**src/rtl/scs8hd_demux2i_pkg.sv**
```systemverilog
// Shared types and constants for the 1:2 inverting stream demultiplexer.
package scs8hd_demux2i_pkg;

    // Output channel identifier; the encoding matches the S select bit.
    typedef enum logic {
        CH0 = 1'b0,
        CH1 = 1'b1
    } chan_e;

    // Entries per channel buffer.
    localparam int unsigned DEMUX_DEPTH = 2;

    // Default widths for the data path and the transfer counters.
    localparam int unsigned DEF_WIDTH = 8;
    localparam int unsigned DEF_CNT_W = 16;

    // Channel buffer occupancy, 0..DEMUX_DEPTH.
    typedef logic [1:0] occ_t;

    localparam occ_t OCC_EMPTY = occ_t'(0);
    localparam occ_t OCC_ONE   = occ_t'(1);
    localparam occ_t OCC_FULL  = occ_t'(DEMUX_DEPTH);

    // Buffer can take no further word this cycle.
    function automatic logic occ_is_full(input occ_t occ);
        return occ == OCC_FULL;
    endfunction

    // Buffer holds at least one word.
    function automatic logic occ_is_valid(input occ_t occ);
        return occ != OCC_EMPTY;
    endfunction

endpackage

```
**src/rtl/scs8hd_demux2i_fifo2.sv**
```systemverilog
// Two-entry FIFO for one demux output channel. The head entry is the
// registered output word; the tail entry only fills when the head is busy.
module scs8hd_demux2i_fifo2
    import scs8hd_demux2i_pkg::*;
#(
    parameter int unsigned WIDTH = DEF_WIDTH
) (
    input  logic             clk,
    input  logic             rst_n,
    input  logic             push,
    input  logic             pop,
    input  logic [WIDTH-1:0] din,
    output logic [WIDTH-1:0] dout,
    output logic             valid,
    output logic             full,
    output logic [1:0]       occupancy
);

    occ_t             occ_q;
    occ_t             occ_nxt;
    logic [WIDTH-1:0] head_q;
    logic [WIDTH-1:0] head_nxt;
    logic [WIDTH-1:0] tail_q;
    logic [WIDTH-1:0] tail_nxt;
    logic             do_push;
    logic             do_pop;

    assign valid     = occ_is_valid(occ_q);
    assign full      = occ_is_full(occ_q);
    assign occupancy = occ_q;
    assign dout      = head_q;

    // A full buffer never accepts, even when it pops in the same cycle.
    assign do_push = push & ~full;
    assign do_pop  = pop & valid;

    // Next occupancy and entry contents from the push/pop pair.
    always_comb begin
        occ_nxt  = occ_q;
        head_nxt = head_q;
        tail_nxt = tail_q;
        case (occ_q)
            OCC_EMPTY: begin
                if (do_push) begin
                    head_nxt = din;
                    occ_nxt  = OCC_ONE;
                end
            end
            OCC_ONE: begin
                // Simultaneous push and pop: new word replaces the head.
                if (do_push && do_pop) begin
                    head_nxt = din;
                end else if (do_push) begin
                    tail_nxt = din;
                    occ_nxt  = OCC_FULL;
                end else if (do_pop) begin
                    occ_nxt  = OCC_EMPTY;
                end
            end
            OCC_FULL: begin
                if (do_pop) begin
                    head_nxt = tail_q;
                    occ_nxt  = OCC_ONE;
                end
            end
            default: begin
                occ_nxt = OCC_EMPTY;
            end
        endcase
    end

    // Buffer state registers; head resets to all-ones so the idle output is known.
    always_ff @(posedge clk or negedge rst_n) begin
        if (!rst_n) begin
            occ_q  <= OCC_EMPTY;
            head_q <= '1;
            tail_q <= '1;
        end else begin
            occ_q  <= occ_nxt;
            head_q <= head_nxt;
            tail_q <= tail_nxt;
        end
    end

endmodule

```
**src/rtl/scs8hd_demux2i_stream.sv**
```systemverilog
// Clocked 1:2 inverting stream demultiplexer: each accepted word is inverted
// and buffered for the channel chosen by S; each channel drains on its own
// valid/ready and keeps a saturating count of words delivered.
module scs8hd_demux2i_stream
    import scs8hd_demux2i_pkg::*;
#(
    parameter int unsigned WIDTH = DEF_WIDTH,
    parameter int unsigned CNT_W = DEF_CNT_W
) (
    input  logic             CLK,
    input  logic             RESETB,
    input  logic [WIDTH-1:0] A,
    input  logic             S,
    input  logic             A_VALID,
    output logic             A_READY,
    output logic [WIDTH-1:0] Y0,
    output logic             Y0_VALID,
    input  logic             Y0_READY,
    output logic [CNT_W-1:0] Y0_CNT,
    output logic [WIDTH-1:0] Y1,
    output logic             Y1_VALID,
    input  logic             Y1_READY,
    output logic [CNT_W-1:0] Y1_CNT,
    input  logic             CLR_CNT
);

    chan_e            sel;
    logic [WIDTH-1:0] din_inv;
    logic             accept;
    logic             push0;
    logic             push1;
    logic             pop0;
    logic             pop1;
    logic             full0;
    logic             full1;
    logic [1:0]       occ0;
    logic [1:0]       occ1;
    logic [CNT_W-1:0] cnt0_q;
    logic [CNT_W-1:0] cnt1_q;

    assign sel     = chan_e'(S);
    assign din_inv = ~A;
    assign accept  = A_VALID & A_READY;
    assign push0   = accept & (sel == CH0);
    assign push1   = accept & (sel == CH1);
    assign pop0    = Y0_VALID & Y0_READY;
    assign pop1    = Y1_VALID & Y1_READY;

    // Input ready follows only the selected channel's occupancy, never a consumer ready.
    always_comb begin
        A_READY = 1'b0;
        case (sel)
            CH0:     A_READY = ~full0;
            CH1:     A_READY = ~full1;
            default: A_READY = 1'b0;
        endcase
    end

    scs8hd_demux2i_fifo2 #(
        .WIDTH(WIDTH)
    ) u_fifo0 (
        .clk      (CLK),
        .rst_n    (RESETB),
        .push     (push0),
        .pop      (pop0),
        .din      (din_inv),
        .dout     (Y0),
        .valid    (Y0_VALID),
        .full     (full0),
        .occupancy(occ0)
    );

    scs8hd_demux2i_fifo2 #(
        .WIDTH(WIDTH)
    ) u_fifo1 (
        .clk      (CLK),
        .rst_n    (RESETB),
        .push     (push1),
        .pop      (pop1),
        .din      (din_inv),
        .dout     (Y1),
        .valid    (Y1_VALID),
        .full     (full1),
        .occupancy(occ1)
    );

    // Channel 0 delivered-word counter; clear wins over increment, saturates at all-ones.
    always_ff @(posedge CLK or negedge RESETB) begin
        if (!RESETB) begin
            cnt0_q <= '0;
        end else if (CLR_CNT) begin
            cnt0_q <= '0;
        end else if (pop0 && (cnt0_q != '1)) begin
            cnt0_q <= cnt0_q + CNT_W'(1);
        end
    end

    // Channel 1 delivered-word counter; clear wins over increment, saturates at all-ones.
    always_ff @(posedge CLK or negedge RESETB) begin
        if (!RESETB) begin
            cnt1_q <= '0;
        end else if (CLR_CNT) begin
            cnt1_q <= '0;
        end else if (pop1 && (cnt1_q != '1)) begin
            cnt1_q <= cnt1_q + CNT_W'(1);
        end
    end

    assign Y0_CNT = cnt0_q;
    assign Y1_CNT = cnt1_q;

    // Buffers never hold more than their depth.
    occ0_bound: assert property (@(posedge CLK) disable iff (!RESETB)
        occ_t'(occ0) <= OCC_FULL);
    occ1_bound: assert property (@(posedge CLK) disable iff (!RESETB)
        occ_t'(occ1) <= OCC_FULL);

endmodule
```
**config.mk**
```make
export PLATFORM = sky130hd
export DESIGN_NAME = scs8hd_demux2i_stream
export DESIGN_NICKNAME = d
export VERILOG_FILES = /design/src/rtl/scs8hd_demux2i_pkg.sv /design/src/rtl/scs8hd_demux2i_fifo2.sv /design/src/rtl/scs8hd_demux2i_stream.sv
export SDC_FILE = /design/constraint.sdc
export NUM_CORES = 1
export LEC_CHECK = 0
export ABC_AREA = 1
export ABC_CLOCK_PERIOD_IN_PS = 2500
export CAP_MARGIN = 20
export CELL_PAD_IN_SITES_DETAIL_PLACEMENT = 1
export CELL_PAD_IN_SITES_GLOBAL_PLACEMENT = 2
export CORE_MARGIN = 2
export CORE_UTILIZATION = 33
export DETAILED_ROUTE_END_ITERATION = 6
export PLACE_DENSITY_LB_ADDON = 0.1
export SLEW_MARGIN = 20
export SYNTH_ARGS = -nofsm -noshare
export SYNTH_HDL_FRONTEND = slang
export SYNTH_SLANG_ARGS = --single-unit
```
**constraint.sdc**
```tcl
create_clock -name CLK -period 2.5 [get_ports CLK]
set_clock_uncertainty 0.05 [all_clocks]
set_input_delay 0.5 -clock CLK [delete_from_list [all_inputs] [get_ports CLK]]
set_output_delay 0.5 -clock CLK [all_outputs]
set_load 0.01 [all_outputs]
```
==> results of run 1 <==
sequential cells by signal, summed over array words and instances (netlist names):
signal and cells:
Y0_CNT 16, Y1_CNT 16, u_fifo0.dout 8, u_fifo0.occupancy 2, u_fifo0.tail_q 8, u_fifo1.dout 8
u_fifo1.occupancy 2, u_fifo1.tail_q 8
layout make-up:
cell class / instances / area [sq um] / area share
well taps: 143 / 178.9 / 0.03595
repair buffers: 77 / 748.2 / 0.1503
multi-input cells: 378 / 1813 / 0.3643
inverters: 50 / 187.7 / 0.03771
clock inverters: 2 / 11.26 / 0.002262
flip-flops and latches: 68 / 1742 / 0.3499
clock buffers: 14 / 296.5 / 0.05958
report_power, final:
group	internal [W]	switching, W
combinational	0.000588	0.000749
clock	0.000819	0.000499
sequential	0.00157	0.000140
routing by layer:
metal | up-vias | global-route usage
li1 | 1777 | -
met2 | 48 | 0.3098
met5 | - | 0
met1 | 1723 | 0.2209
met4 | 0 | 0.05185
met3 | 13 | 0.05335
metrics by stage:
| stage | area [sq um] | setup slack (ns) |
|---|---|---|
| 3_5_place_dp | 4669 | 0.1179 |
| 4_1_cts | 4977 | 0.09956 |
| 2_1_floorplan | 3815 | 0.8724 |
| 6_report | 4977 | 0.1052 |
| 5_1_grt | 4977 | 0.01096 |
| 3_3_place_gp | 4669 | 0.1416 |
worst paths after layout:
kind,cells after the start,end
worst min-delay path,2,Y1_CNT[15]
worst max-delay path,4,A_READY
max in group asynchronous,2,u_fifo0.dout[6]
worst min register to register,2,u_fifo0.dout[7]
worst max register to register,9,Y1_CNT[7]
min in group CLK,2,u_fifo0.dout[7]
cells by family (layout without fill, tap and decap cells):
| group | after synthesis | count (layout) | synth area share |
|---|---|---|---|
| flops | 68 | 68 | 0.4565 |
| buf+inv | 62 | 143 | 0.06822 |
| fa+ha+maj | 2 | 2 | 0.006558 |
| simple gates | 317 | 317 | 0.3719 |
| compound gates | 47 | 47 | 0.06920 |
| xor+xnor | 12 | 12 | 0.02755 |
synth_stat cells:
cell type,number,area (sq um)
inv_2,5,18.77
o21bai_1,5,37.54
nor2_2,2,12.51
nand2_2,6,37.54
nor2_1,36,135.1
clkbuf_1,2,7.510
xor2_1,10,87.58
nand3_1,39,195.2
o21ai_0,27,135.1
xnor2_1,2,17.52
buf_1,2,7.510
buf_4,2,15.01
a21oi_1,1,5.000
or2_2,1,6.260
ha_1,2,25.02
buf_6,2,22.52
nand4_1,29,181.4
dfrtp_1,36,900.9
nand2_1,193,724.4
buf_2,4,20.02
dfstp_2,32,840.8
nand3b_1,1,7.510
nand3_2,2,20.02
nor2_8,1,20.02
inv_1,45,168.9
o21ai_1,13,65.06
nor2_4,7,78.83
a31oi_4,1,21.27
==> qor.yml, run 1 <==
clock_tree:
  postCtsHoldBufs: 0
  cts_buffer_depth: 2
  cts_setup_buffers: 0
  clock_latency_ns: 0.35
  cts-htree-levels: 3
  cts_made_buffers: 9
  clkTransAtPathRegs_ns: 0.05
  cts_resized: 0
  cts_tree: "yes"
  clockRootBuffer: "clkbuf_16"
  clock-sinks: 68
finish:
  num-fill-cells: 1403
  instances_no_fill: 732
  mostFrequentLayoutCells: "193 x nand2_1, 64 x clkdlybuf4s50_1, 45 x inv_1"
  nets: 601
  syn_to_final_growth_pct: 30.47
  utilization: 0.4378
  layout_commonest_cell: "nand2_1"
  antenna_cells: 0
  drive_gt1_frac: 0.1426
drt:
  drtPass1Iterations: 4
  wl_met3_um: 367
  top_layer: "met4"
  drt.antenna.violating_nets: 0
  wl_per_cell_um: 14.36
  vias_per_cell: 4.865
  wirelength_um: 10510
  routed-via-count: 3561
  met1_length_um: 4861
  drc: 0
  wl_met2_um: 5167
  drtIter0Drc: 116
power_and_ir_drop:
  peakVddDrop_v: 0.0005815
  powerDensity_nw_per_um2: 877.7
  p_leak_nw: 2.263
  fin_total_pwr_w: 0.004369
logic_synthesis:
  yosysSeqAreaShare: 0.4565
  synth_nets: 525
  ys_ff_latch: 68
  synthCells: 508
  syn_area_sq_um: 3815
  avgSynthCellArea_sq_um: 7.510
  yosysUniqueCellTypes: 28
  ys_warn_count: 0
global_route:
  grt_max_degree: 69
  grt_pass1_vias: 3690
  antenna_found_initial: 0
  track_usage: 0.1805
  grt.overflow.total: 0
  grt_pass1_wl_um: 17970
floorplan:
  core_sq_um: 11370
  die_x_um: 111.5
  dieArea_sq_um: 12440
  rows: 39
  io_pins: 66
  start_util: 0.3355
  die_y_um: 111.5
setup_path:
  critPathMostFrequentCell: "clkdlybuf4s50_1"
  cp_slowest_cell: "clkdlybuf4s50_1"
  r2r-start: "Y1_CNT[0]"
  cp-startpoint: "S"
  cp-end-kind: "output port"
  arrival_ns: 1.84
  required_ns: 1.95
  crit_chain: "clkdlybuf4s50_1, inv_1, o21ai_0, clkdlybuf4s50_1"
  cp-start-kind: "primary input"
  max_stage_delay_ns: 0.57
  critPathMaxFanout: 4
  crit_buf_inv: 3
  r2r_setup_slack_ns: 0.58
  critPathKind: "in -> out"
  crit_family: "buffers and inverters"
timing:
  worst_pin_slew_ns: 0.4049
  hold_slack_ns: 0.1128
  rsz0062_at_grt: "false"
  fin_crit_ns: 2.395
  final.period_utilization: 0.9579
  hold_violations: 0
  slew_viol_final: 0
  fmax_mhz: 417.6
  setup_viol: 0
  maxSlewHeadroom: 0.7295
  tns_ns: 0
run:
  max-cap-violations: 0
placed_design:
  placedCellCount: 716
  dp_hpwl_um: 7621
  gp_congestion: 0.7627
  portBuffers: 65
run_status:
  outcome: "finished, final reports clean"
worst_hold_path:
  hold_class: "in -> async"
No activity file was read; power rests on OpenSTA's default activity.
==> run 2: changes to the inputs <==
--- a/config.mk
+++ b/config.mk
@@ -6,7 +6,7 @@
 export NUM_CORES = 1
 export LEC_CHECK = 0
 export ABC_AREA = 1
-export ABC_CLOCK_PERIOD_IN_PS = 2500
+export ABC_CLOCK_PERIOD_IN_PS = 3000
 export CAP_MARGIN = 20
 export CELL_PAD_IN_SITES_DETAIL_PLACEMENT = 1
 export CELL_PAD_IN_SITES_GLOBAL_PLACEMENT = 2
@@ -17,4 +17,5 @@
 export SLEW_MARGIN = 20
 export SYNTH_ARGS = -nofsm -noshare
 export SYNTH_HDL_FRONTEND = slang
+export SYNTH_HIERARCHICAL = 1
 export SYNTH_SLANG_ARGS = --single-unit
==> constraint.sdc (replaced) <==
create_clock -name CLK -period 3 [get_ports CLK]
set_clock_uncertainty 0.05 [all_clocks]
set_input_delay 0.6 -clock CLK [delete_from_list [all_inputs] [get_ports CLK]]
set_output_delay 0.6 -clock CLK [all_outputs]
set_load 0.01 [all_outputs]
==> run 2 against run 1 <==
Against the previous run:
- synthesized cell count up 2.0%
- register-to-register slack better by 0.25 ns
- sequential cell count unchanged
- largest cell class unchanged
==> qor.yml, run 2 <==
run_status:
  outcome: "finished, final reports clean"
clock_tree:
  cts_resized: 0  # unchanged
  cts_made_buffers: 9  # unchanged
  clockRootBuffer: "clkbuf_16"
  cts-htree-levels: 3  # unchanged
  clock_latency_ns: 0.33  # -0.02 ns
  cts_setup_buffers: 0  # unchanged
  clkTransAtPathRegs_ns: 0.06  # about the same
  cts_tree: "yes"
  cts_buffer_depth: 2  # unchanged
  clock-sinks: 68  # unchanged
  postCtsHoldBufs: 0  # unchanged
floorplan:
  die_x_um: 114.0  # +2.3%
  io_pins: 66  # unchanged
  start_util: 0.3354  # about the same
  die_y_um: 114.0  # +2.3%
  rows: 40  # +2.6%
  dieArea_sq_um: 13000  # +4.6%
  core_sq_um: 11910  # +4.8%
setup_path:
  cp-end-kind: "output port"
  r2r_setup_slack_ns: 0.83  # +0.25 ns
  cp_slowest_cell: "dfrtp_1"
  max_stage_delay_ns: 0.66  # +0.09 ns
  cp-start-kind: "flop"
  required_ns: 2.35  # +0.40 ns
  critPathMaxFanout: 11  # +7
  crit_chain: "inv_1, nand2_4, clkdlybuf4s50_1"
  arrival_ns: 1.87  # +0.03 ns
  critPathKind: "reg -> out"
logic_synthesis:
  synth_common_cells: "199 x nand2_1, 54 x nand3_1, 53 x inv_1"
  synth_nets: 535  # +1.9%
  ys.flop_type: "dfrtp_1"
  synth_enable_flop_cells: 0  # unchanged
  ys_ff_latch: 68  # unchanged
  synth_area_leader_cell: "dfrtp_1"
  yosysUniqueCellTypes: 32  # +14%
  synth_fa_ha_area_frac: 0.006264  # -0.0002958
  avgSynthCellArea_sq_um: 7.713  # +2.7%
  synth_compound_area_frac: 0.06170  # -0.007506
  synth-simple-area-share: 0.3996  # +0.02770
  yosysSeqAreaShare: 0.4360  # -0.02059
  syn_area_sq_um: 3995  # +4.7%
  netlist.area_leader.share: 0.2255  # -0.01065
  synthCells: 518  # +2.0%
  postSynth.asyncResetShare: 1.000  # unchanged
  synth-xor-area-share: 0.01535  # -0.01220
  synth_top_family_by_area: "simple AND/OR/NAND/NOR gates"
  synth_most_common_cell: "nand2_1"
  ys_top_cells_by_area: "dfrtp_1 23%, dfstp_2 21%, nand2_1 19%, nand3_1 6.8%, inv_1 5.0%"
  ys_warn_count: 6  # +6
  synthMuxAreaShare: 0.002505  # +0.002505
timing:
  rsz0062_at_grt: "false"
  hold_violations: 0  # unchanged
  tns_ns: 0  # unchanged
  worst_pin_slew_ns: 0.5405  # +0.1356 ns
  final.period_utilization: 0.8400
  setup_viol: 0  # unchanged
  fmax_mhz: 396.8
  slew_viol_final: 0  # unchanged
  maxSlewHeadroom: 0.6389  # -0.09053
  fin_crit_ns: 2.520
  hold_slack_ns: 0.3145  # +0.2017 ns
drt:
  drc: 0  # unchanged
  drtPass1Iterations: 4  # unchanged
  drtIter0Drc: 150  # +29%
  vias_per_cell: 4.807  # -1.2%
  routed-via-count: 3562  # +0.028%
  wl_per_cell_um: 14.58  # +1.5%
  drt.antenna.violating_nets: 0  # unchanged
  wirelength_um: 10800  # +2.8%
global_route:
  grt_pass1_wl_um: 18360  # +2.1%
  grt.overflow.total: 0  # unchanged
  track_usage: 0.1775  # -0.002917
  grt_pass1_vias: 3750  # +1.6%
  grt_max_degree: 39  # -43%
  antenna_found_initial: 0  # unchanged
finish:
  nets: 606  # +0.83%
  antenna_cells: 0  # unchanged
  layout_commonest_cell: "nand2_1"
  utilization: 0.4257  # -0.01203
  drive_gt1_frac: 0.1785  # +0.03584
  mostFrequentLayoutCells: "199 x nand2_1, 64 x clkdlybuf4s50_1, 54 x nand3_1"
  syn_to_final_growth_pct: 26.93
placed_design:
  dp_hpwl_um: 7777  # +2.1%
  gp_congestion: 0.7401  # -3.0%
  portBuffers: 65  # unchanged
power_and_ir_drop:
  p_leak_nw: 2.420  # +6.9%
  peakVddDrop_v: 0.0002737  # -53%
  powerDensity_nw_per_um2: 767.0  # -13%
worst_hold_path:
  hold_class: "in -> async"
run:
  max-cap-violations: 0  # unchanged
-- run 2: per-stage QoR --
stage	instances	setup WS [ns]	total power (W)	instance area, sq um
2_1_floorplan	518	1.386	0.002399	3995
3_3_place_gp	725	0.4972	0.002855	4786
3_5_place_dp	725	0.4783	0.002898	4786
4_1_cts	741	0.4552	0.003959	5071
5_1_grt	741	0.3714	0.004169	5071
6_report	741	0.4801	0.003889	5071
-- run 2: critical path, delay by kind of cell, from the launching register on --
family / cells / cell delay (ns)
buffers and inverters: 2 / 0.75
DFF: 1 / 0.66
and+or+nand+nor: 1 / 0.13
-- run 2: where the power goes --
part	total, W	internal (W)	switching [W]
logic	0.00138	0.000567	0.000818
clock network	0.00104	0.000639	0.000400
registers	0.00147	0.00129	0.000175
-- run 2: kinds of logic after synthesis --
logic type                 Yosys count
AOI/OAI and AO/OA                   34
xor gates and xnor gates             7
adders and majority gates            2
buffers and inverters               69
DFF                                 68
muxes                                1
and+or+nand+nor                    337
-- run 2: metal layers --
layer | global-route usage | routed length [um] | vias to the layer above
li1 | - | - | 1788
met1 | 0.2429 | 5283 | 1712
met5 | 0 | 0 | -
met4 | 0.06748 | 192 | 0
met2 | 0.2841 | 5055 | 49
met3 | 0.02763 | 270 | 13
-- run 2: final timing paths --
path	depth (start not counted)	startpoint	endpoint
worst max-delay path	3	u_fifo1/occupancy[1]	Y1_VALID
max in group asynchronous	2	RESETB	u_fifo1/tail_q[2]
worst min register to register	2	u_fifo0/dout[7]	u_fifo0/dout[7]
worst max register to register	6	u_fifo1/occupancy[1]	u_fifo1/tail_q[1]
min in group CLK	2	u_fifo0/dout[7]	u_fifo0/dout[7]
worst min-delay path	1	RESETB	u_fifo0/tail_q[1]
-- run 2: layout make-up --
| cell class | count | area, sq um |
|---|---|---|
| flip-flops and latches | 68 | 1742 |
| well taps | 147 | 183.9 |
| multi-input cells | 381 | 1939 |
| inverters | 58 | 217.7 |
| clock buffers | 11 | 232.7 |
| fillers | 1480 | 6840 |
| clock inverters | 5 | 52.55 |
| repair buffers | 71 | 703.2 |
